### src/rtl/mem_sweep_ctrl_pkg.sv
// Shared types, constants and the LFSR step function for the RAM sweep controller.
package mem_sweep_pkg;

  typedef enum logic [2:0] {
    IDLE,
    FILL,
    VERIFY,
    DRAIN,
    DONE
  } sweep_state_t;

  localparam int LFSR_W = 16;
  // Taps 16,14,13,11 expressed as bit positions 15,13,12,10.
  localparam logic [LFSR_W-1:0] LFSR_TAPS = 16'hB400;
  localparam logic [15:0] ERR_SAT = 16'hFFFF;

  function automatic logic [LFSR_W-1:0] lfsr_next(input logic [LFSR_W-1:0] v);
    return {v[LFSR_W-2:0], ^(v & LFSR_TAPS)};
  endfunction

endpackage

### src/rtl/mem_sweep_ctrl_if.sv
// RAM-side bus between the sweep controller (master) and the block RAM wrapper (slave).
interface mem_sweep_if #(
  parameter int WID_MEM = 1
);
  logic [31:0]        raddr;
  logic [31:0]        waddr;
  logic [WID_MEM-1:0] din;
  logic               we;
  logic [WID_MEM-1:0] dout;

  modport master (output raddr, output waddr, output din, output we, input dout);
  modport slave  (input raddr, input waddr, input din, input we, output dout);
endinterface

### src/rtl/mem_sweep_ctrl_lfsr.sv
// Pattern generator: 16-bit Fibonacci LFSR with reload and step; exposes the low OUT_W bits.
module lfsr16
  import mem_sweep_pkg::*;
#(
  parameter logic [LFSR_W-1:0] SEED  = 16'hACE1,
  parameter int                OUT_W = 1
) (
  input  logic             clk,
  input  logic             reset,
  input  logic             load,
  input  logic             step,
  output logic [OUT_W-1:0] value_q,
  output logic [OUT_W-1:0] value_d
);

  logic [LFSR_W-1:0] state_q;
  logic [LFSR_W-1:0] state_d;

  always_comb begin
    state_d = state_q;
    if (load) begin
      state_d = SEED;
    end else if (step) begin
      state_d = lfsr_next(state_q);
    end
  end

  always_ff @(posedge clk or negedge reset) begin
    if (!reset) begin
      state_q <= SEED;
    end else begin
      state_q <= state_d;
    end
  end

  assign value_q = state_q[OUT_W-1:0];
  assign value_d = state_d[OUT_W-1:0];

endmodule

### src/rtl/mem_sweep_ctrl.sv
// Fills a block RAM with an LFSR pattern and/or reads it back, counting mismatches.
module mem_sweep_ctrl
  import mem_sweep_pkg::*;
#(
  parameter int          WID_MEM   = 1,
  parameter int          DEPTH_MEM = 32768,
  parameter logic [15:0] SEED      = 16'hACE1
) (
  input  logic         clk,
  input  logic         reset,
  input  logic         start,
  input  logic         op_fill,
  mem_sweep_if.master  mem,
  output logic         busy,
  output logic         done,
  output logic         pass,
  output logic [15:0]  err_count,
  output logic [31:0]  first_err_addr
);

  localparam int            AW        = $clog2(DEPTH_MEM);
  localparam logic [AW-1:0] ADDR_LAST = AW'(DEPTH_MEM - 1);

  sweep_state_t       state_q, state_d;
  logic [AW-1:0]      addr_q, addr_d;
  logic               lfsr_load, lfsr_step;
  logic [WID_MEM-1:0] lfsr_q, lfsr_d;
  logic [WID_MEM-1:0] exp_q, exp_d;
  logic [AW-1:0]      exp_addr_q, exp_addr_d;
  logic               exp_vld_q, exp_vld_d;
  logic               busy_q, busy_d, done_q, done_d, pass_q, pass_d;
  logic [15:0]        err_q, err_d;
  logic [AW-1:0]      first_q, first_d;
  logic               we_q, we_d;
  logic [WID_MEM-1:0] din_q, din_d;
  logic [AW-1:0]      waddr_q, waddr_d, raddr_q, raddr_d;

  lfsr16 #(.SEED(SEED), .OUT_W(WID_MEM)) u_lfsr (
    .clk     (clk),
    .reset   (reset),
    .load    (lfsr_load),
    .step    (lfsr_step),
    .value_q (lfsr_q),
    .value_d (lfsr_d)
  );

  always_comb begin
    state_d    = state_q;
    addr_d     = addr_q;
    lfsr_load  = 1'b0;
    lfsr_step  = 1'b0;
    err_d      = err_q;
    first_d    = first_q;
    pass_d     = pass_q;
    // The word read this cycle returns next cycle, so its expectation travels one stage.
    exp_vld_d  = (state_q == VERIFY);
    exp_d      = lfsr_q;
    exp_addr_d = addr_q;

    if (exp_vld_q && (mem.dout != exp_q)) begin
      if (err_q != ERR_SAT) err_d = err_q + 16'd1;
      if (err_q == 16'd0)   first_d = exp_addr_q;
    end

    unique case (state_q)
      IDLE: begin
        if (start) begin
          state_d   = op_fill ? FILL : VERIFY;
          addr_d    = '0;
          lfsr_load = 1'b1;
          err_d     = '0;
          first_d   = '0;
          pass_d    = 1'b0;
        end
      end
      FILL: begin
        if (addr_q == ADDR_LAST) begin
          state_d   = VERIFY;
          addr_d    = '0;
          lfsr_load = 1'b1;
        end else begin
          addr_d    = addr_q + 1'b1;
          lfsr_step = 1'b1;
        end
      end
      VERIFY: begin
        if (addr_q == ADDR_LAST) begin
          state_d = DRAIN;
        end else begin
          addr_d    = addr_q + 1'b1;
          lfsr_step = 1'b1;
        end
      end
      DRAIN: begin
        state_d = DONE;
        pass_d  = (err_d == 16'd0);
      end
      DONE:    state_d = IDLE;
      default: state_d = IDLE;
    endcase

    // Bus outputs are computed from the next state so they are registered yet cycle-aligned.
    busy_d  = state_d inside {FILL, VERIFY, DRAIN};
    done_d  = (state_d == DONE);
    we_d    = (state_d == FILL);
    waddr_d = we_d ? addr_d : '0;
    din_d   = we_d ? lfsr_d : '0;
    raddr_d = (state_d == VERIFY) ? addr_d : raddr_q;
  end

  always_ff @(posedge clk or negedge reset) begin
    if (!reset) begin
      state_q    <= IDLE;
      addr_q     <= '0;
      exp_q      <= '0;
      exp_addr_q <= '0;
      exp_vld_q  <= 1'b0;
      busy_q     <= 1'b0;
      done_q     <= 1'b0;
      pass_q     <= 1'b0;
      err_q      <= '0;
      first_q    <= '0;
      we_q       <= 1'b0;
      din_q      <= '0;
      waddr_q    <= '0;
      raddr_q    <= '0;
    end else begin
      state_q    <= state_d;
      addr_q     <= addr_d;
      exp_q      <= exp_d;
      exp_addr_q <= exp_addr_d;
      exp_vld_q  <= exp_vld_d;
      busy_q     <= busy_d;
      done_q     <= done_d;
      pass_q     <= pass_d;
      err_q      <= err_d;
      first_q    <= first_d;
      we_q       <= we_d;
      din_q      <= din_d;
      waddr_q    <= waddr_d;
      raddr_q    <= raddr_d;
    end
  end

  assign busy           = busy_q;
  assign done           = done_q;
  assign pass           = pass_q;
  assign err_count      = err_q;
  assign first_err_addr = 32'(first_q);
  assign mem.we         = we_q;
  assign mem.din        = din_q;
  assign mem.waddr      = 32'(waddr_q);
  assign mem.raddr      = 32'(raddr_q);

endmodule

### src/flat_wrapper.sv
// flat-port wrapper written by rule: the top's interface ports become plain ports
module mem_sweep_ctrl_flat import mem_sweep_pkg::*;
#(
  parameter int          WID_MEM   = 1,
  parameter int          DEPTH_MEM = 32768,
  parameter logic [15:0] SEED      = 16'hACE1
)
  (clk, reset, start, op_fill, busy, done, pass, err_count, first_err_addr, mem_raddr, mem_waddr, mem_din, mem_we, mem_dout);
  mem_sweep_if #(.WID_MEM(WID_MEM)) mem_i ();
  input  logic clk;
  input  logic reset;
  input  logic start;
  input  logic op_fill;
  output logic busy;
  output logic done;
  output logic pass;
  output logic [15:0] err_count;
  output logic [31:0] first_err_addr;
  output wire logic [$bits(mem_i.raddr)-1:0] mem_raddr;
  output wire logic [$bits(mem_i.waddr)-1:0] mem_waddr;
  output wire logic [$bits(mem_i.din)-1:0] mem_din;
  output wire logic [$bits(mem_i.we)-1:0] mem_we;
  input wire logic [$bits(mem_i.dout)-1:0] mem_dout;
  assign mem_raddr = mem_i.raddr;
  assign mem_waddr = mem_i.waddr;
  assign mem_din = mem_i.din;
  assign mem_we = mem_i.we;
  assign mem_i.dout = mem_dout;
  mem_sweep_ctrl #(.WID_MEM(WID_MEM), .DEPTH_MEM(DEPTH_MEM), .SEED(SEED)) u_core (.clk(clk), .reset(reset), .start(start), .op_fill(op_fill), .mem(mem_i), .busy(busy), .done(done), .pass(pass), .err_count(err_count), .first_err_addr(first_err_addr));
endmodule
### config.mk
export PLATFORM = sky130hd
export DESIGN_NAME = mem_sweep_ctrl_flat
export DESIGN_NICKNAME = d
export VERILOG_FILES = /design/src/rtl/mem_sweep_ctrl_pkg.sv /design/src/rtl/mem_sweep_ctrl_if.sv /design/src/rtl/mem_sweep_ctrl_lfsr.sv /design/src/rtl/mem_sweep_ctrl.sv /design/src/flat_wrapper.sv
export SDC_FILE = /design/constraint.sdc
export NUM_CORES = 1
export LEC_CHECK = 0
export ABC_AREA = 1
export CORE_UTILIZATION = 52
export CTS_CLUSTER_SIZE = 12
export DETAILED_ROUTE_END_ITERATION = 10
export GPL_TIMING_DRIVEN = 0
export MAX_ROUTING_LAYER = met4
export PLACE_DENSITY = 0.81
export SYNTH_ARGS = -nofsm -noshare
export SYNTH_HDL_FRONTEND = slang
export SYNTH_HIERARCHICAL = 1
export SYNTH_SLANG_ARGS = --single-unit
export TNS_END_PERCENT = 5
### constraint.sdc
create_clock -name clk -period 2.7 [get_ports clk]
set_input_delay 0.54 -clock clk [delete_from_list [all_inputs] [get_ports clk]]
set_output_delay 0.54 -clock clk [all_outputs]
set_load 0.1 [all_outputs]
=== Word level (Yosys, flattened, before mapping) ===
Cells that the tools add are included.

* Input port bits: 5
* Register bits: 117
* Memories: 0
* RAM bits: 0
* Bits in read-only memories: 0
* Output and inout bits: 117
* Bits in latches: 0

* Order comparisons: 0
* Bitwise gates (word level): 0
* Shift operators: 0
* Reductions and logical operators: 10
* Add/subtract/negate cells: 2
* Mux-type cells: 28
* Multiply operators: 0
* Div/mod/pow operators: 0
* Equality and inequality tests: 11

{| class="wikitable"
|+ Operators by type and width
! kind !! number
|-
| 15-bit two-way mux || 8
|-
| 16-bit two-way mux || 6
|-
| 15-bit one-hot mux with 3 select lines || 1
|-
| 16-bit logical NOT || 2
|-
| 16-bit by 1-bit adder with 16-bit output (second input constant) || 1
|-
| 16-bit inequality test (second input constant) || 1
|-
| 16-bit XOR reduction || 1
|-
| 15-bit by 1-bit adder with 15-bit output (second input constant) || 1
|-
| 15-bit == test (second input constant) || 1
|-
| 3-bit by 2-bit == test with 1-bit output (second input constant) || 4
|-
| 3-bit one-hot mux with 4 select lines || 1
|-
| 3-bit two-way mux || 3
|-
| 3-bit by 1-bit == test with 1-bit output (second input constant) || 2
|-
| 1-bit two-way mux || 6
|-
| 1-bit one-hot mux with 2 select lines || 2
|-
| 2-bit nonzero test || 2
|-
| 3-bit == test (second input constant) || 1
|-
| 3-bit logical NOT || 1
|-
| 3-bit nonzero test || 1
|-
| 2-bit two-way mux || 1
|-
| 2-bit inequality test (second input constant) || 1
|-
| 2-bit AND reduction || 1
|-
| 2-bit OR reduction || 1
|-
| 1-bit logical AND || 1
|-
| 1-bit inequality test || 1
|}

=== Logic depth before layout (Yosys ltp) ===
Gate-level depths: netlist of run 1.

* Depth after elaboration: 6
* Mapped depth: 16
* Depth with buffers taken out: 15

=== Cells and area by module ===
Netlist of run 1, hierarchy kept.

{| class="wikitable"
|+ By module, submodules not included
! module !! area each (sq um) !! times used !! sequential area each (sq um) !! cells each
|-
| mem_sweep_ctrl || 5137.4 || 1 || 2527.4 || 638
|-
| lfsr16 || 730.7 || 1 || 410.4 || 70
|}

=== Least setup slack after synthesis of run 1 ===
OpenSTA, ideal clock, no wires.

* Kind: register -> register
* Start: register u_core.err_q[1] (netlist: u_core/err_count[1])
* End: register u_core.pass_q (netlist: u_core/pass)
* Clock period less this slack: 2444 ps
* Data arrival time: 2323 ps
* Path slack: 256 ps
* Library setup time: 121 ps
* Stages on the path, launching flop included: 13
* Cell sequence: dfrtp_1 > ha_1 > nand3_1 > nor2_1 > nand3_2 > nand2_2 > inv_1 > nand3_1 > nand2_1 > nand2_1 > nor2_1 > nand3_1 > nand2_1

* Cells in the longest elaborated chain, start to end: 5
* Elaborated cells between the ends (all ways): 6
* Classes of those cells: add/sub: 1; eq/ne: 1; mux: 3; reduce/logical: 1

{| class="wikitable"
|+ Ends and longest elaborated chain
! element !! line !! RTL
|-
| start: declaration || mem_sweep_ctrl.sv:32 || <nowiki>logic [15:0] err_q, err_d;</nowiki>
|-
| start signal: assignment || mem_sweep_ctrl.sv:136 || <nowiki>err_q <= err_d;</nowiki>
|-
| 16-bit by 1-bit adder with 16-bit output or 16-bit inequality test (tied branches) || mem_sweep_ctrl.sv:61 || <nowiki>if (err_q != ERR_SAT) err_d = err_q + 16'd1;</nowiki>
|-
| 16-bit two-way mux || mem_sweep_ctrl.sv:61 ||
|-
| 16-bit two-way mux * || mem_sweep_ctrl.sv:60 || <nowiki>if (exp_vld_q && (mem.dout != exp_q)) begin</nowiki>
|-
| 16-bit logical NOT * || mem_sweep_ctrl.sv:96 || <nowiki>pass_d = (err_d == 16'd0);</nowiki>
|-
| 1-bit one-hot mux with 2 select lines * || mem_sweep_ctrl.sv:65 || <nowiki>unique case (state_q)</nowiki>
|-
| end signal: assignment || mem_sweep_ctrl.sv:135 || <nowiki>pass_q <= pass_d;</nowiki>
|-
| end: declaration || mem_sweep_ctrl.sv:31 || <nowiki>logic busy_q, busy_d, done_q, done_d, pass_q, pass_d;</nowiki>
|}

Mark *: on every way between the ends. The rest lies on a longest branch, timed or not.
A chain may end at the register's enable or synchronous reset.

=== Final worst setup path of run 1 ===
* Start: register u_core.err_q[8] (netlist: u_core/err_count[8])
* End: output err_count[8]

{| class="wikitable"
|+ RTL lines
! element !! line !! RTL
|-
| end: declaration || flat_wrapper.sv:17 || <nowiki>output logic [15:0] err_count;</nowiki>
|}

No word-level cell between the ends.

==> results.md, run 1 <==
- The proportion of total power due to net switching is around 48%.
- Counting along the longest clock path gives a buffer depth of 2.
- The summed negative setup slack over all endpoints is 0 ns.
- The final cycle utilization of the critical path is just under 100%.
- The number of top-level pins is between 100 and 150.
- Summing over every cut layer, the via total after detailed routing is between 4k and 5k.
- The number of buffers and inverters on the critical path is 1.
- For this configuration, the core starts out at a cell density of 53.66%.
- The kind of critical path is flip-flop to primary output.
- The routed wirelength normalized by instance count is ~14 um.
- Synthesis produced between 700 and 800 cells.
- Entering global routing, the biggest net connects between 60 and 70 pins.
- The detail route stage leaves a number of antenna-violating nets equal to 0.
- The cell area after technology mapping is 5868 um2.
- The final max-slew violation count is 0.
- The clock share of power is 24.8%.
- The count of filler cells inserted in the layout is just under 900.
- The number of placed instances with taps included is 969.
- The cell area power density is between 1000 and 1500 nW/um2.
- In this run the static leakage power is approximately 0.0040 uW.
- Counting flops and latches in the post-synthesis netlist gives about 120.
- The signal on the critical path passes through clkdlybuf4s50_1.
- The tree built by TritonCTS fans out to between 100 and 150 sinks.
- The final setup violation count is 0.
- The vertical extent of the die is around 110 um.
- Routed signal wires occupy layers up through met4.
- The number of hold buffers added after CTS was 0.
- The region available for standard cell placement spans about 11000 um2.
- The flow ran to the end, and the final reports show no timing, DRC or antenna violations.
- The clock tree from TritonCTS is built.
- Among cell families on the critical path, the largest total delay comes from buffers and inverters.
- For this run, the total global-route usage over all layers was measured as between 20% and 30%.
- OpenSTA, run right after detailed placement, puts the worst setup slack at roughly 0.12 ns.
- The worst hold slack across all endpoints is approximately 0.21 ns.
- The achievable frequency is about 390 MHz.
- The number of antenna diodes is 0.
- Wire segments on met2 add up to around 6500 um in the final route.
- The initial DRC count is about 280.
- The first-pass GRT wire length is roughly 23000 um.
- The number of global-route vias before repair came to about 4.6k.
- At the end of the flow, the number of nets in the layout was between 800 and 900.
- Cell internal power was estimated by the tool at around 4500 uW.
- The count of yosys warnings during synthesis is 6.
- The switching power is slightly above 4000 uW.
- For the pin with the worst max-slew slack, the measured transition is roughly 0.98 ns.
- The final count of hold timing violations is 0.
- The max-slew headroom at the worst pin is ~34%.
- The number of I/O port buffers is 70.
- The class of the most critical hold timing path is input port to async pin.
- The portion of total power attributed to sequential cells is between 20 and 30%.
- The first TritonRoute pass finished after 5 iterations.
- At the end of routability-driven placement, the weighted congestion stood at 0.9247.
- The die covers roughly 12000 um2.
- The width of the die is roughly 110 um.
- Leaving out fill and tap cells, the most frequent cells in the layout are nand2_1 (190), dfrtp_1 (109), inv_1 (99).
- The library cell used most frequently in the layout, excluding fill and tap cells, is nand2_1.
- Excluding fillers, the count of instances in the completed layout stands at ~1.0k.
- Clock-pin slew was measured on the worst setup and hold paths at ~0.05 ns.
- The worst-case vdd ir drop is a little over 1 mV.
- STA classifies the critical path endpoint as a primary output.
- For the worst setup path, the data required time is 2.16 ns.
- The remaining design rule violation count is 0.
- The global route total overflow is 0.
- The worst path in the final design needs a cycle of around 2.6 ns, including I/O delays and setup.
- Among all stages on the critical path, the largest delay is contributed by clkdlybuf4s50_1.
- Setup repair after global routing left no endpoint under its margin.
- The share of the Yosys chip area taken by registers is 50.06%.
- The root buffer cell chosen for the clock tree is clkbuf_16.
- The combinational group share of total power is a little under half.
- The area growth from synthesis to layout is 28.00%.
- The worst path meets setup with roughly 0.10 ns of slack.
- The data arrival time of the critical path is around 2.1 ns.
- The floorplan has 38 rows.
- Counting the buffers created by CTS gives 17.
- Each instance of the synthesized netlist takes up on average 8.288 um2.
- The routed wire length is between 10000 and 15000 um.
- For this run, the slowest stage of the critical path takes 1.18 ns.
- The clock latency at the later pin of the worst-skew pair is 0.41 ns.
- After synthesis, the netlist uses 37 different library cells.
- The post-route met1 wirelength is 6142 um.
- The number of max-cap violations is 0.
- The estimated wirelength of the detail-placed design is just under 10000 um.
- The met3 wirelength from detailed routing is slightly above 900 um.
- The type of origin of the critical path is a flip-flop.
- Across the routed clock network, the largest skew measured is between 0.004 and 0.005 ns.
- The number of antenna violations at the first check in global routing came to 0.
- After detailed routing, the number of vias per cell comes to about 5.
- The depth of the CTS H-tree is 4.
- The fraction of layout instances using a drive strength above 1 is 15.10%.
- The maximum net fanout on the critical path is 6.
## registers in the layout, summed over array words and instances, names as in the netlist
signal and flops:
u_core/exp_vld_q 1, u_core/raddr_q 15, u_core/pass 1, u_core/exp_q 1
u_core/state_q 3, u_core/done 1, u_core/u_lfsr/state_q 16, u_core/mem.din 1
u_core/busy 1, u_core/first_q 15, u_core/addr_q 15, u_core/err_count 16
u_core/mem.we 1, u_core/waddr_q 15, u_core/exp_addr_q 15
## synth_stat cells, drive strengths merged
cell type / number / area share (%)
a31oi: 1 / 0.11
ha: 4 / 0.85
dfrtp: 109 / 46
xor2: 9 / 1.3
buf: 57 / 7.2
clkbuf: 6 / 0.38
a22oi: 7 / 0.90
dfstp: 8 / 3.6
nor3: 8 / 0.87
inv: 107 / 7.0
o22ai: 9 / 1.8
xnor2: 2 / 0.30
nand2: 198 / 14
conb: 1 / 0.064
nor2: 64 / 4.8
nand3b: 1 / 0.13
or2: 1 / 0.11
clkinv: 1 / 0.15
nand3: 42 / 3.9
nor4: 2 / 0.21
a21oi: 28 / 2.4
nand4: 12 / 1.3
o21ai: 31 / 2.6
## cells by family (layout without fill, tap and decap cells)
kind of cell	after synthesis	after routing	share of synthesized area (%)
other cells	1	51	0.06390
xor+xnor	11	11	1.642
flops	117	117	50.06
fa+ha+maj	4	4	0.8529
buf+inv	171	274	14.69
compound gates	76	76	7.846
simple gates	328	328	24.84
## power by group through the flow
stage | Sequential, uW | Combinational [uW] | Clock [uW]
floorplan | 3740 | 1780 | 0
global placement | 2490 | 3800 | 0
detailed placement | 2520 | 3890 | 0
CTS | 2490 | 3910 | 2160
global route | 2540 | 4190 | 2230
finish | 2490 | 3920 | 2120
## worst paths after layout
| path | startpoint | endpoint | slack [ns] | cells past startpoint |
|---|---|---|---|---|
| min in group clk | u_core/u_lfsr/state_q[0] | u_core/exp_q | 0.40 | 0 |
| hold reg to reg | u_core/u_lfsr/state_q[0] | u_core/exp_q | 0.40 | 0 |
| setup / recovery | u_core/err_count[8] | err_count[8] | 0.10 | 1 |
| hold / removal | reset | u_core/raddr_q[8] | 0.21 | 1 |
| setup reg to reg | u_core/addr_q[0] | u_core/mem.din | 0.37 | 15 |
| max in group asynchronous | reset | u_core/first_q[10] | 1.76 | 2 |
## through the flow
step                utilization [%]  total power [uW]  instance area, um2
floorplan                         -              5518                6056
global placement              63.39              6297                6932
detailed placement            63.62              6406                6957
CTS                           68.66              8555                7508
global route                  68.68              8957                7511
finish                        68.68              8530                7511
## timing repair
action                                  CTS  global route
setup buffers                             0             0
endpoints found under the setup margin    0             1
hold endpoints to repair                  0             0
gates resized for setup                   0             1
## cell type report
cell class              count  area (um2)  share of cell area (%)
inverters                 108       417.9                   5.564
multi-input cells         470        2258                   30.07
clock buffers              22       444.2                   5.914
repair buffers             71       725.7                   9.662
plain buffers              63       444.2                   5.914
well taps                 140       175.2                   2.332
flip-flops and latches    117        2938                   39.11
clock inverters            10       107.6                   1.433
## per-layer routing
metal | track usage, % | vias to the layer above
met5 | - | -
met4 | 8.023 | 0
met3 | 5.425 | 12
met2 | 39.44 | 206
met1 | 35.40 | 2340
li1 | - | 2394
(Power assumes the default switching activity.)
==> run 2: changes to the inputs <==
--- a/config.mk
+++ b/config.mk
@@ -6,6 +6,7 @@
 export NUM_CORES = 1
 export LEC_CHECK = 0
 export ABC_AREA = 1
+export CORE_MARGIN = 1.5
 export CORE_UTILIZATION = 52
 export CTS_CLUSTER_SIZE = 12
 export DETAILED_ROUTE_END_ITERATION = 10
==> run 2 against run 1 <==
  * Via count is 0.77% lower
  * Hold slack got worse by 0.0039 ns
  * Non-clock buffer count unchanged
  * Sequential power is essentially flat
  * Utilization increased by 0.45 points
  * Die area up 1.9%
  * Critical path depth did not move
  * Clock power is 7% higher
  * Critical endpoint is now err_count[9]
  * Largest power group unchanged
==> results.md, run 2 (same netlist as run 1, synthesis figures left out) <==
- The width of the die is between 100 and 150 um.
- The worst setup path is of the flip-flop to primary output kind.
- The number of buffers and inverters on the critical path is 1.
- The initial utilization of the core area, before any placement, comes to a little over half.
- The kind of cell adding the most delay to the critical path is buffers and inverters.
- The area growth from synthesis to layout is 28.83%.
- The number of sinks handled by clock tree synthesis is ~120.
- The worst stage delay on the critical path is 1.18 ns.
- The data required time of the critical path is roughly 2.2 ns.
- The most common cell after layout, fill and taps aside is nand2_1.
- Leaving out fill and tap cells, the most frequent cells in the layout are nand2_1 (190), dfrtp_1 (109), inv_1 (99).
- The total routing resource utilization after global routing is approximately 25%.
- The post-layout worst setup margin is between 0.1 and 0.15 ns.
- The critical path capture point type is a primary output.
- The detailed-route vias per instance is ~4.9.
- The clock edge transition at the registers on the reported setup and hold paths is about 0.05 ns.
- The cell area power density is between 1000 and 1500 nW/um2.
- The maximum number of buffers from clock root to sink is 2.
- The final setup violation count is 0.
- Traced cell by cell, the critical path runs through clkdlybuf4s50_1.
- Across the run, the number of max-cap violations was 0.
- The count of vias placed by the detailed router is around 4.9k.
- The shortest clock period the worst path allows after layout is roughly 2.6 ns.
- The clock tree from TritonCTS is built.
- The final max-slew violation count is 0.
- At the pin with the least slew margin, the transition time is roughly 0.98 ns.
- The final cycle utilization of the critical path is a little over nine tenths.
- The class of the most critical hold timing path is input port to async pin.
- After layout, the design draws a total of ~8700 uW.
- The remaining antenna violation count is 0.
- Based on the critical path, the design can be clocked at up to ~390 MHz.
- The initial DRC count is between 300 and 400.
- On the final layout, the worst hold slack is approximately 0.21 ns.
- Summed over all cells, the static leakage comes to between 0.004 and 0.005 uW.
- The clock latency at the later pin of the worst-skew pair is 0.41 ns.
- From bottom edge to top edge, the die measures 109.2 um.
- The remaining design rule violation count is 0.
- The area of the die is between 10000 and 15000 um2.
- After global routing the overflow that remains totals 0.
- The depth of the CTS H-tree is 4.
- Post-CTS repair changed the size of 0 cells.
- The hold-fix buffer count after cts is 0.
- The number of antenna diodes is 0.
- The site row count is 38.
- TritonCTS created 17 clock buffers.
- The worst clock skew is around 0.021 ns.
- Routability-driven placement finished with a final weighted congestion of 0.9301.
- The number of antenna violations at the first check in global routing is 0.
- The core box area is ~11000 um2.
- The final layout contains between 800 and 900 nets.
- After clock tree synthesis, the setup repair step added 0 buffers.
- The cell at the slowest stage of the critical path is clkdlybuf4s50_1.
- Setup repair after global routing left no endpoint under its margin.
- The number of global-route vias before repair is around 4.7k.
- CTS placed an instance of clkbuf_16 at the clock tree root.
- The routed wirelength normalized by instance count is around 14 um.
- In the final layout, the share of cells above drive strength 1 is between 10% and 20%.
- The HPWL after detailed placement is roughly 9800 um.
- The pre-antenna-repair detailed-routing pass consisted of 5 iterations.
- The pre-CTS worst setup slack is ~0.11 ns.
- Across the VDD grid, the largest voltage drop is ~1.0 mV.
- The routed wire length is approximately 14000 um.
- Headroom to the max-slew limit came out at between 30% and 40%.
- Data arrives at the worst endpoint at between 2 and 2.5 ns.
- In this run the worst path has a maximum fanout of 6.
- The number of I/O port buffers is 70.
- The worst setup path is launched from a flip-flop.
- The first-pass GRT wire length is 22250 um.
- The number of top-level pins is 122.
- The flow ran to the end, and the final reports show no timing, DRC or antenna violations.
- The final count of hold timing violations was 0.
- Entering global routing, the biggest net connects 62 pins.
==> run 2: final timing paths <==
kind	from	end	slack [ns]	cells past startpoint
worst max register to register	u_core/addr_q[0]	u_core/mem.din	0.18	15
worst min-delay path	reset	u_core/raddr_q[12]	0.21	1
max in group asynchronous	reset	u_core/exp_addr_q[2]	1.75	2
worst max-delay path	u_core/err_count[9]	err_count[9]	0.11	1
min in group clk	u_core/u_lfsr/state_q[0]	u_core/exp_q	0.40	0
worst min register to register	u_core/u_lfsr/state_q[0]	u_core/exp_q	0.40	0
==> run 2: power breakdown <==
| group | internal (uW) | switching [uW] |
|---|---|---|
| combinational | 913 | 3020 |
| clock | 1520 | 752 |
| sequential | 2210 | 279 |
==> run 2: metrics by stage <==
stage	instances	util (%)	area, um2	TNS, ns
6_report	1001	69.13	7560	0
5_1_grt	1001	69.13	7560	0
4_1_cts	1001	69.13	7560	0
3_5_place_dp	969	63.62	6957	0
3_3_place_gp	968	63.39	6932	-351.26
2_1_floorplan	758	-	6056	0
==> run 2: layout make-up <==
type                            instances  area (um2)
Multi-Input combinational cell        470        2256
Timing Repair Buffer                   71       725.7
Sequential cell                       117        2938
Buffer                                 63       444.2
Inverter                              108       417.9
Fill cell                             920        3376
Tap cell                              140       175.2
Clock buffer                           23       478.0
Clock inverter                          9       125.1
==> run 2: layer usage <==
| metal | part of all wire [%] | GRT usage (%) |
|---|---|---|
| met3 | 6.0 | 4.782 |
| met4 | 0.88 | 9.091 |
| met1 | 45 | 34.28 |
| met2 | 48 | 37.95 |
| met5 | 0 | - |
==> run 3: changes to the inputs <==
--- a/config.mk
+++ b/config.mk
@@ -17,4 +17,3 @@
 export SYNTH_HDL_FRONTEND = slang
 export SYNTH_HIERARCHICAL = 1
 export SYNTH_SLANG_ARGS = --single-unit
-export TNS_END_PERCENT = 5
==> results of run 3 <==
Final layout, timing and power as in run 2 (identical DEF).
